File: src/rtl/hid_key_encoder.sv
// hid_key_encoder: converts CPU-written ASCII characters into HID boot-keyboard press/release reports.
// Ports:
//   clk_i, rst_n_i           clock, synchronous active-low reset
//   wr_n, usb_cs             bus write strobe (active-low) and block select
//   reg_addr_i, data_i       register address and write data
//   data_o                   read data, combinational from reg_addr_i
//   rpt_valid, rpt_ready     report stream handshake
//   rpt_modifiers, rpt_key1  HID modifier byte and keycode
//   busy                     FSM active or characters queued
module hid_key_encoder #(
  parameter int          FIFO_DEPTH  = 8,
  parameter logic [15:0] HOLD_CYCLES = 16'd50000,
  parameter logic [15:0] GAP_CYCLES  = 16'd50000
) (
  input  logic       clk_i,
  input  logic       rst_n_i,
  input  logic       wr_n,
  input  logic       usb_cs,
  input  logic [7:0] reg_addr_i,
  input  logic [7:0] data_i,
  output logic [7:0] data_o,
  output logic       rpt_valid,
  input  logic       rpt_ready,
  output logic [7:0] rpt_modifiers,
  output logic [7:0] rpt_key1,
  output logic       busy
);
  localparam int AW = $clog2(FIFO_DEPTH);
  typedef enum logic [2:0] {IDLE, LOOKUP, PRESS, HOLD, RELEASE, GAP} state_t;

  // {mappable, modifier, keycode}
  function automatic logic [16:0] map_char(input logic [7:0] c);
    case (c) inside
      [8'h61:8'h7A]: map_char = {1'b1, 8'h00, 8'(c - 8'h5D)};
      [8'h41:8'h5A]: map_char = {1'b1, 8'h02, 8'(c - 8'h3D)};
      8'h08:         map_char = {1'b1, 8'h00, 8'd42};
      8'h09:         map_char = {1'b1, 8'h00, 8'd43};
      8'h0D:         map_char = {1'b1, 8'h00, 8'd40};
      [8'h01:8'h1A]: map_char = {1'b1, 8'h01, 8'(c + 8'h03)};
      [8'h31:8'h39]: map_char = {1'b1, 8'h00, 8'(c - 8'h13)};
      8'h30:         map_char = {1'b1, 8'h00, 8'd39};
      8'h1B:         map_char = {1'b1, 8'h00, 8'd41};
      8'h20:         map_char = {1'b1, 8'h00, 8'd44};
      8'h2D:         map_char = {1'b1, 8'h00, 8'd45};
      8'h3D:         map_char = {1'b1, 8'h00, 8'd46};
      8'h5B:         map_char = {1'b1, 8'h00, 8'd47};
      8'h5D:         map_char = {1'b1, 8'h00, 8'd48};
      8'h5C:         map_char = {1'b1, 8'h00, 8'd49};
      8'h3B:         map_char = {1'b1, 8'h00, 8'd51};
      8'h27:         map_char = {1'b1, 8'h00, 8'd52};
      8'h60:         map_char = {1'b1, 8'h00, 8'd53};
      8'h2C:         map_char = {1'b1, 8'h00, 8'd54};
      8'h2E:         map_char = {1'b1, 8'h00, 8'd55};
      8'h2F:         map_char = {1'b1, 8'h00, 8'd56};
      8'h21:         map_char = {1'b1, 8'h02, 8'd30};
      8'h40:         map_char = {1'b1, 8'h02, 8'd31};
      8'h23:         map_char = {1'b1, 8'h02, 8'd32};
      8'h24:         map_char = {1'b1, 8'h02, 8'd33};
      8'h25:         map_char = {1'b1, 8'h02, 8'd34};
      8'h5E:         map_char = {1'b1, 8'h02, 8'd35};
      8'h26:         map_char = {1'b1, 8'h02, 8'd36};
      8'h2A:         map_char = {1'b1, 8'h02, 8'd37};
      8'h28:         map_char = {1'b1, 8'h02, 8'd38};
      8'h29:         map_char = {1'b1, 8'h02, 8'd39};
      8'h5F:         map_char = {1'b1, 8'h02, 8'd45};
      8'h2B:         map_char = {1'b1, 8'h02, 8'd46};
      8'h7B:         map_char = {1'b1, 8'h02, 8'd47};
      8'h7D:         map_char = {1'b1, 8'h02, 8'd48};
      8'h7C:         map_char = {1'b1, 8'h02, 8'd49};
      8'h3A:         map_char = {1'b1, 8'h02, 8'd51};
      8'h22:         map_char = {1'b1, 8'h02, 8'd52};
      8'h7E:         map_char = {1'b1, 8'h02, 8'd53};
      8'h3C:         map_char = {1'b1, 8'h02, 8'd54};
      8'h3E:         map_char = {1'b1, 8'h02, 8'd55};
      8'h3F:         map_char = {1'b1, 8'h02, 8'd56};
      8'h88:         map_char = {1'b1, 8'h00, 8'd80};
      8'h89:         map_char = {1'b1, 8'h00, 8'd79};
      8'h8A:         map_char = {1'b1, 8'h00, 8'd81};
      8'h8B:         map_char = {1'b1, 8'h00, 8'd82};
      default:       map_char = 17'd0;
    endcase
  endfunction

  state_t        r_state;
  logic          r_sel_d, r_stb, r_ovf, r_err;
  logic [7:0]    r_addr, r_data, r_char;
  logic [7:0]    r_mem [FIFO_DEPTH];
  logic [AW-1:0] r_wp, r_rp;
  logic [AW:0]   r_count;
  logic [15:0]   r_cnt;
  logic          w_sel, w_full, w_empty, w_push, w_pop, w_flush, w_clr;
  logic [16:0]   w_map;

  assign w_sel   = usb_cs && !wr_n;
  assign w_full  = r_count == (AW+1)'(FIFO_DEPTH);
  assign w_empty = r_count == '0;
  assign w_push  = r_stb && r_addr == 8'h00 && !w_full;
  assign w_pop   = r_state == IDLE && !w_empty;
  assign w_flush = r_stb && r_addr == 8'h01 && r_data[0];
  assign w_clr   = r_stb && r_addr == 8'h01 && r_data[1];
  assign w_map   = map_char(r_char);
  assign busy    = r_state != IDLE || !w_empty;
  assign data_o  = reg_addr_i == 8'h00 ? {5'd0, r_err, r_ovf, w_full} :
                   reg_addr_i == 8'h01 ? 8'(r_count) :
                   reg_addr_i == 8'h02 ? {7'd0, busy} : 8'h00;

  always_ff @(posedge clk_i)
    if (rst_n_i && w_push) r_mem[r_wp] <= r_data;

  // Bus strobe is captured on its first cycle; the FIFO acts on the captured copy one edge later.
  always_ff @(posedge clk_i) begin
    if (!rst_n_i) begin
      r_sel_d <= 1'b0;
      r_stb   <= 1'b0;
      r_addr  <= 8'h00;
      r_data  <= 8'h00;
      r_wp    <= '0;
      r_rp    <= '0;
      r_count <= '0;
      r_ovf   <= 1'b0;
      r_err   <= 1'b0;
    end else begin
      r_sel_d <= w_sel;
      r_stb   <= w_sel && !r_sel_d;
      if (w_sel && !r_sel_d) begin
        r_addr <= reg_addr_i;
        r_data <= data_i;
      end
      if (w_push) r_wp <= r_wp + 1'b1;
      if (w_flush) begin
        r_rp    <= r_wp;
        r_count <= '0;
      end else begin
        if (w_pop) r_rp <= r_rp + 1'b1;
        r_count <= r_count + (AW+1)'(w_push) - (AW+1)'(w_pop);
      end
      if (w_clr) r_ovf <= 1'b0;
      if (r_stb && r_addr == 8'h00 && w_full) r_ovf <= 1'b1;
      if (w_clr) r_err <= 1'b0;
      if (r_state == LOOKUP && !w_map[16]) r_err <= 1'b1;
    end
  end

  always_ff @(posedge clk_i) begin
    if (!rst_n_i) begin
      r_state       <= IDLE;
      r_char        <= 8'h00;
      r_cnt         <= 16'd0;
      rpt_valid     <= 1'b0;
      rpt_modifiers <= 8'h00;
      rpt_key1      <= 8'h00;
    end else begin
      case (r_state)
        IDLE: if (w_pop) begin
          r_char  <= r_mem[r_rp];
          r_state <= LOOKUP;
        end
        LOOKUP: if (w_map[16]) begin
          r_state       <= PRESS;
          rpt_valid     <= 1'b1;
          rpt_modifiers <= w_map[15:8];
          rpt_key1      <= w_map[7:0];
        end else r_state <= IDLE;
        PRESS: if (rpt_ready) begin
          r_state       <= HOLD;
          r_cnt         <= HOLD_CYCLES;
          rpt_valid     <= 1'b0;
          rpt_modifiers <= 8'h00;
          rpt_key1      <= 8'h00;
        end
        HOLD: if (r_cnt == 16'd0) begin
          r_state   <= RELEASE;
          rpt_valid <= 1'b1;
        end else r_cnt <= r_cnt - 16'd1;
        RELEASE: if (rpt_ready) begin
          r_state   <= GAP;
          r_cnt     <= GAP_CYCLES;
          rpt_valid <= 1'b0;
        end
        GAP: if (r_cnt == 16'd0) r_state <= IDLE;
        else r_cnt <= r_cnt - 16'd1;
        default: r_state <= IDLE;
      endcase
    end
  end
endmodule

File: config.mk
export PLATFORM = sky130hd
export DESIGN_NAME = hid_key_encoder
export DESIGN_NICKNAME = d
export VERILOG_FILES = /design/src/rtl/hid_key_encoder.sv
export SDC_FILE = /design/constraint.sdc
export NUM_CORES = 1
export LEC_CHECK = 0
export CORE_UTILIZATION = 50
export CTS_BUF_LIST = sky130_fd_sc_hd__clkbuf_8
export DETAILED_ROUTE_END_ITERATION = 12
export PLACE_DENSITY = 0.69
export SYNTH_ARGS = -nofsm -noshare
export SYNTH_HDL_FRONTEND = slang
export SYNTH_SLANG_ARGS = --single-unit
File: constraint.sdc
create_clock -name clk_i -period 7.3 [get_ports clk_i]
set_input_delay 1.825 -clock clk_i [delete_from_list [all_inputs] [get_ports clk_i]]
set_output_delay 1.825 -clock clk_i [all_outputs]
set_load 0.01 [all_outputs]
# After elaboration in Yosys (flattened, before gate mapping)
# Memories as Yosys holds them, arrays and structs flattened. A register that Yosys moved wholly into a read port is not among the register bits.
# Index checks and enable logic that the tools add are counted.
totals:
  elab_cells: 209
  mem_count: 1
  mem_bits_rw: 64
  register_bits: 66
op_classes:
  n_eq_ne: 59
  reduce_logical: 42
  n_addsub: 9
  magnitude_cmp: 8
  n_bitwise: 1
  mux: 75
mem_list:
  columns: ["memory", "depth", "word_bits", "rd", "rd_ports_with_merged_regs", "wr", "line", "rtl"]
  rows:
  - ["r_mem", 8, 8, 1, 1, 1, "87", "logic [7:0] r_mem [FIFO_DEPTH];"]
op_table:
  columns: ["operator", "n"]
  rows:
  - ["2-to-1 mux 17 bit", 46]
  - ["equality test 8 x 6 -> 1 bit (second input constant)", 23]
  - ["equality test 8 x 7 -> 1 bit (second input constant)", 11]
  - ["equality test 8 bit (second input constant)", 4]
  - ["2-to-1 mux 16 bit", 2]
  - ["one-hot mux 16 bit (2 select lines)", 1]
  - ["one-hot mux 8 bit (2 select lines)", 2]
  - ["equality test 8 x 4 -> 1 bit (second input constant)", 3]
  - ["2-to-1 mux 8 bit", 3]
  - ["2-to-1 mux 3 bit", 7]
  - ["one-hot mux 3 bit (6 select lines)", 1]
  - ["equality test 8 x 1 -> 1 bit (second input constant)", 2]
  - ["greater-or-equal comparator 8 x 7 -> 1 bit (second input constant)", 2]
  - ["<= comparator 8 x 7 -> 1 bit (second input constant)", 2]
  - ["logical NOT 16 bit", 1]
  - ["logical NOT 8 bit", 2]
  - ["subtractor 16 x 1 -> 16 bit (second input constant)", 1]
  - ["logical AND 1 bit", 15]
  - ["!= test 2 bit (second input constant)", 7]
  - ["nonzero test 2 bit", 5]
  - ["2-to-1 mux 1 bit", 9]
  - ["adder 8 x 2 -> 8 bit (second input constant)", 1]
  - ["equality test 8 x 2 -> 1 bit (second input constant)", 1]
  - ["equality test 8 x 5 -> 1 bit (second input constant)", 1]
  - ["29 further kinds", 42]

# Depth between registers and ports, before layout
# Gate-level depths: netlist (run 1).
logic_depth:
  word_depth: 50
  ltp_mapped: 12

# Least setup slack after synthesis (run 1)
# No wires, ideal clock.
synth_timing:
  kind: "input -> output"
  from: "input reg_addr_i[4]"
  to: "output data_o[1]"
  stages: 3
  required_ns: 5.475
  setup_slack_ns: 2.985
  arrival_time_ns: 2.490
  n_path_buf: 0
  path_cell_list: "nor4_1 nand3_1 nor2_1"
synth_between:
  elab_chain_cells: 3
  word_cells_on_any_way: 4
synth_rtl:
  columns: ["element", "line", "rtl"]
  rows:
  - ["from (decl)", "19", "input logic [7:0] reg_addr_i,"]
  - ["equality test 8 x 1 -> 1 bit", "104", "reg_addr_i == 8'h01 ? 8'(r_count) :"]
  - ["2-to-1 mux 4 bit", "104", null]
  - ["2-to-1 mux 4 bit *", "103", "assign data_o = reg_addr_i == 8'h00 ? {5'd0, r_err, r_ovf, w_full} :"]
  - ["to (decl)", "21", "output logic [7:0] data_o,"]
# Mark *: on every way between the ends. The rest lies on a longest branch, timed or not.

# Worst setup path in the final report (run 1)
layout_timing:
  from: "input reg_addr_i[4]"
  to: "output data_o[2]"
# Same word-level chain as after synthesis.

==> flow_metrics.py, run 1 <==
metrics = {
    "sta": {
        "max_slew_margin_pct": 15.2,
        "finalHoldViolCount": 0,
        "worst_pin_slew_ps": 1260,
        "rsz0062_at_grt": "false",
        "setup_slack_ps": 1990,
        "slew_viol_final": 0,
        "setup_tns_ps": 0,
        "clock_skew_ps": 9.36,
        "min_period_over_period_pct": 72.8,
        "min_period_ps": 5310,
        "finalSetupViolCount": 0,
        "hold_slack_ps": 468,
        "max_freq_ghz": 0.188,
    },
    "die": {
        "die_y_microns": 122,
        "placementRows": 43,
        "io_pins": 47,
        "core_sq_mm": 0.0140,
        "start_util_pct": 51.8,
        "dieArea_sq_mm": 0.0150,
        "die_w_microns": 122,
    },
    "logic_synthesis": {
        "yosys_warnings": 0,
        "synthTopCellsByArea": "edfxtp_1, dfxtp_1, mux4_2, nand2_1, nor2_1",
        "synth_area_per_cell_sq_um": 10.2,
        "ys.flop_type": "dfxtp_1",
        "synthDistinctLibCells": 80,
        "synth_area_sq_mm": 0.00724,
        "synthTopCellsByCount": "nand2_1, dfxtp_1, edfxtp_1, nor2_1, a21boi_0",
        "ys_ff_latch": 132,
        "yosys.area.top_type": "edfxtp_1",
        "synth_top_cell_area_share_pct": 26.5,
        "seq_area_frac_synth_pct": 45.3,
        "ys_async_sr_fraction_pct": 0,
        "synth-edff-count": 64,
        "synth_cells": 709,
        "yosysMostFrequentCell": "nand2_1",
    },
    "clock_network": {
        "clk_pin_slew_ps": 80,
        "post_cts_buffers": 0,
        "cts-buffers-inserted": 17,
        "clock_sinks": 132,
        "cts-root-buf": "clkbuf_8",
        "cts_buffer_depth": 2,
        "htreeDepth": 4,
        "cts_tree": "done",
        "clkLatencyLatePin_ps": 440,
        "hold_buffers": 0,
        "post_cts_resized": 0,
    },
    "final_layout": {
        "seqCellArea_sq_mm": 0.00328,
        "syn_to_final_growth_pct": 11.2,
        "fillers": 1232,
        "multi_input_area_sq_mm": 0.00367,
        "design_area_sq_mm": 0.00805,
        "drive_gt1_share_pct": 9.99,
        "antenna_cells": 0,
        "finalNetCount": 764,
    },
    "setup_path": {
        "crit_required_ps": 5480,
        "critPathMaxFanout": 3,
        "startpoint_type": "input port",
        "endpoint_kind": "output pin",
        "cp.arrival_ps": 3490,
        "path_class": "in2out",
    },
    "placement": {
        "gp_congestion": 0.925,
        "place_area_sq_mm": 0.00766,
        "hpwl_mm": 11.4,
        "dp_slack_ps": 1980,
        "numPortBuffers": 36,
    },
    "grt": {
        "overflow": 0,
        "track_usage_pct": 23.3,
        "grt_pass1_wl_mm": 26.8,
        "grt_pass1_vias": 5321,
        "grt_start_max_net_pins": 56,
        "antenna_found_initial": 0,
    },
    "detailed_routing": {
        "dr.pass1.iters": 6,
        "wl_per_cell_microns": 17.7,
        "antenna_left": 0,
        "drt_iter0_drc": 388,
        "vias": 5556,
        "via_per_inst": 6.03,
        "wirelength_mm": 16.3,
        "drc_errors": 0,
    },
    "flow_run": {
        "maxCapViolations": 0,
    },
    "run_status": {
        "status": "finished clean",
    },
    "pwr": {
        "peakVddDrop_mv": 0.191,
        "total_power_mw": 2.96,
        "p_per_area_mw_per_mm2": 368,
        "p_leak_nw": 2.90,
    },
    "hold_path": {
        "hold_path_class": "reg2reg",
    },
}
[critical path, cell delays in order]
cell	delay [ps]
clkdlybuf4s50_1	420
nor4_1	360
nand3_1	190
nor2_1	130
clkdlybuf4s50_1	550
[state kept, by name (all words and copies together) (netlist names), 2 cells and up]
register and flops:
r_rp 3, r_char 8, r_count 4, r_mem 64, r_wp 3, r_data 8
r_cnt 16, r_addr 8, rpt_modifiers 2, r_state 3, rpt_key1 8
[kinds of logic (layout without fill, tap and decap cells)]
group	after synthesis	count (layout)	share of synthesized area [%]
flip-flops	132	132	45.3
AO/OA/AOI/OAI	165	165	17.8
AND/OR/NAND/NOR	269	269	19.6
XOR/XNOR	27	27	3.26
buffers and inverters	72	95	4.61
adder cells (fa/ha/maj)	15	15	2.69
other	1	10	0.0518
multiplexers	28	28	6.63
[layer usage]
layer / global-route usage, % / vias up / part of all wire [%]
met4: 9.07 / 0 / 2.0
met2: 38.9 / 173 / 49
met1: 29.7 / 2695 / 44
met3: 4.41 / 25 / 4.4
met5: 0 / - / 0
li1: - / 2663 / -
[through the flow]
stage	cells	util [%]
floorplan	718	-
global placement	889	54.8
detailed placement	889	54.8
CTS	921	57.6
global route	921	57.6
finish	921	57.6
[cell type report]
cell class / instances / share of cell area, %
clock inverters: 15 / 1.94
multi-input cells: 514 / 45.6
inverters: 21 / 0.979
repair buffers: 42 / 5.03
clock buffers: 17 / 2.91
well taps: 180 / 2.80
flip-flops and latches: 132 / 40.8
[power breakdown]
group / total [mW] / switching [mW] / internal (mW)
Sequential: 1.02 / 0.155 / 0.866
Combinational: 1.34 / 0.759 / 0.585
Clock: 0.596 / 0.291 / 0.305
[layout by cell type, fill, tap and decap left out, drive strengths merged, types with 7 or more instances in the layout]
cell and instances:
o21ai 17, ha 14, nor2 56, nand2b 9
xnor2 12, nand2 89, conb 10, nor2b 17
nand3 16, and2 9, a32oi 7, mux2i 12
o211a 16, dfxtp 68, clkdlybuf4s50 36, mux4 16
clkbuf 17, o211ai 9, a21boi 26, inv 26
xor2 15, nor3 15, a32o 8, a21oi 24
edfxtp 64
[final timing paths]
check	endpoint	slack, ps	depth (start not counted)	startpoint
setup / recovery	data_o[2]	1990	5	reg_addr_i[4]
setup reg to reg	rpt_key1[4]$_SDFFE_PN0P_	3700	9	r_char[0]$_SDFFE_PN0P_
hold reg to reg	r_stb$_SDFF_PN0_	470	1	r_sel_d$_SDFF_PN0_
hold / removal	r_stb$_SDFF_PN0_	470	1	r_sel_d$_SDFF_PN0_
(Power assumes the default switching activity.)
==> run 2: changes to the inputs <==
--- a/config.mk
+++ b/config.mk
@@ -8,7 +8,7 @@
 export CORE_UTILIZATION = 50
 export CTS_BUF_LIST = sky130_fd_sc_hd__clkbuf_8
 export DETAILED_ROUTE_END_ITERATION = 12
-export PLACE_DENSITY = 0.69
+export PLACE_DENSITY = 0.72
 export SYNTH_ARGS = -nofsm -noshare
 export SYNTH_HDL_FRONTEND = slang
 export SYNTH_SLANG_ARGS = --single-unit
==> constraint.sdc (replaced) <==
create_clock -name clk_i -period 4.45 [get_ports clk_i]
set_input_delay 1.1125 -clock clk_i [delete_from_list [all_inputs] [get_ports clk_i]]
set_output_delay 1.1125 -clock clk_i [all_outputs]
set_load 0.01 [all_outputs]
==> run 2 against run 1 <==
Net effect:
- sequential cell count is the same
- utilization grew 0.49 points
- routed wire length grew 2.1%
- sequential power grew 69%
- global-route usage grew 0.60 points
- critical endpoint unchanged
- largest cell class unchanged
==> flow_metrics.py, run 2 (synthesis results as in run 1) <==
metrics = {
    "die": {
        "die_w_microns": 122,
        "start_util_pct": 51.8,
        "placementRows": 43,
        "io_pins": 47,
        "die_y_microns": 122,
        "dieArea_sq_mm": 0.0150,
        "core_sq_mm": 0.0140,
    },
    "setup_path": {
        "r2r_cells": 9,
        "path_class": "in2out",
        "timing.rr.start": "r_char[1]$_SDFFE_PN0P_",
        "crit_required_ps": 3340,
        "cp.arrival_ps": 2820,
        "endpoint_kind": "output pin",
        "cp.depth": 5,
        "cp_slowest_stage_delay_ps": 540,
        "cp_num_buf_inv": 2,
        "critPathMostFrequentCell": "clkdlybuf4s50_1",
        "rrSetupSlack_ps": 890,
        "cp_cell_sequence": "clkdlybuf4s50_1 -> nor4_1 -> nand3_1 -> nor2_1 -> clkdlybuf4s50_1",
        "slowest_stage": "clkdlybuf4s50_1",
        "startpoint_type": "input port",
        "crit_family": "buffers and inverters",
        "timing.rr.end": "rpt_key1[3]$_SDFFE_PN0P_",
        "critPathMaxFanout": 3,
    },
    "hold_path": {
        "holdPathEnd": "r_stb$_SDFF_PN0_",
        "hold_path_class": "reg2reg",
        "hp-start": "r_sel_d$_SDFF_PN0_",
        "whs_path_depth": 1,
    },
    "sta": {
        "rsz0062_at_grt": "false",
        "setup_slack_ps": 521,
        "max_freq_ghz": 0.255,
        "finalSetupViolCount": 0,
        "finalHoldViolCount": 0,
        "slew_viol_final": 0,
        "hold_slack_ps": 453,
        "max_slew_margin_pct": 40.6,
        "clock_skew_ps": 13.3,
        "min_period_over_period_pct": 88.3,
        "setup_tns_ps": 0,
        "min_period_ps": 3930,
        "worst_pin_slew_ps": 890,
    },
    "clock_network": {
        "cts-root-buf": "clkbuf_8",
        "post_cts_buffers": 0,
        "post_cts_resized": 0,
        "hold_buffers": 0,
        "htreeDepth": 4,
        "clock_sinks": 132,
        "cts_buffer_depth": 2,
        "cts-buffers-inserted": 17,
        "clkLatencyLatePin_ps": 430,
        "cts_tree": "done",
        "clk_pin_slew_ps": 70,
    },
    "detailed_routing": {
        "vias": 5633,
        "drc_errors": 0,
        "wl_per_cell_microns": 18.0,
        "antenna_left": 0,
        "dr.pass1.iters": 5,
        "wirelength_mm": 16.7,
        "via_per_inst": 6.08,
        "drt_iter0_drc": 474,
    },
    "final_layout": {
        "largest_reg_flops": 64,
        "design_area_sq_mm": 0.00812,
        "finalNetCount": 769,
        "utilization_pct": 58.1,
        "final_common_cell": "nand2_1",
        "drive_gt1_share_pct": 10.6,
        "final_cell_mix": "nand2_1, dfxtp_1, edfxtp_1, nor2_1, clkdlybuf4s50_1",
        "regMostFlops": "r_mem",
        "stdcell_count": 926,
        "reg_top3": "r_mem (64), r_cnt (16)",
        "antenna_cells": 0,
        "fillers": 1213,
        "syn_to_final_growth_pct": 12.1,
    },
    "grt": {
        "track_usage_pct": 23.9,
        "overflow": 0,
        "antenna_found_initial": 0,
        "grt_start_max_net_pins": 55,
        "grt_pass1_wl_mm": 27.4,
        "grt_pass1_vias": 5459,
    },
    "placement": {
        "gp_congestion": 0.907,
        "dp_slack_ps": 512,
        "hpwl_mm": 11.8,
        "place_area_sq_mm": 0.00771,
        "place_inst": 894,
        "numPortBuffers": 36,
    },
    "pwr": {
        "p_per_area_mw_per_mm2": 609,
        "peakVddDrop_mv": 0.399,
        "p_leak_nw": 2.94,
        "total_power_mw": 4.95,
    },
    "run_status": {
        "status": "finished clean",
    },
    "flow_run": {
        "maxCapViolations": 0,
    },
}
-- run 2: final cells by class --
cell class              instances  area [sq um]  share of cell area (%)
clock buffers                  17           234                    2.88
well taps                     180           225                    2.77
inverters                      21          78.8                   0.970
repair buffers                 47           455                    5.61
flip-flops and latches        132          3280                    40.4
clock inverters                15           180                    2.22
multi-input cells             514          3670                    45.1
-- run 2: how the worst max path moves through the flow --
stage	startpoint	end
CTS	reg_addr_i[4]	data_o[3]
global placement	reg_addr_i[4]	data_o[2]
floorplan	reg_addr_i[4]	data_o[1]
global route	reg_addr_i[4]	data_o[3]
finish	reg_addr_i[4]	data_o[2]
detailed placement	reg_addr_i[4]	data_o[3]
-- run 2: report_power, final --
group | internal, mW | switching (mW)
Sequential | 1.42 | 0.303
Clock | 0.558 | 0.479
Combinational | 0.977 | 1.21
Total | 2.96 | 1.99
-- run 2: per-layer routing --
metal  share of wire [%]  global-route usage (%)  vias to the layer above  wire (microns)
met5                   0                       0                        -               0
met4                 2.0                    8.84                        0             332
met3                 5.1                    4.83                       31             849
met2                  50                    40.2                      213            8340
met1                  43                    30.2                     2708            7150
li1                    -                       -                     2681               -
==> run 3: changes to the inputs <==
--- a/config.mk
+++ b/config.mk
@@ -7,6 +7,7 @@
 export LEC_CHECK = 0
 export CORE_UTILIZATION = 50
 export CTS_BUF_LIST = sky130_fd_sc_hd__clkbuf_8
+export CTS_CLUSTER_DIAMETER = 200
 export DETAILED_ROUTE_END_ITERATION = 12
 export PLACE_DENSITY = 0.72
 export SYNTH_ARGS = -nofsm -noshare
==> results of run 3 <==
No change in the layout: final DEF, timing and power equal those of run 2.
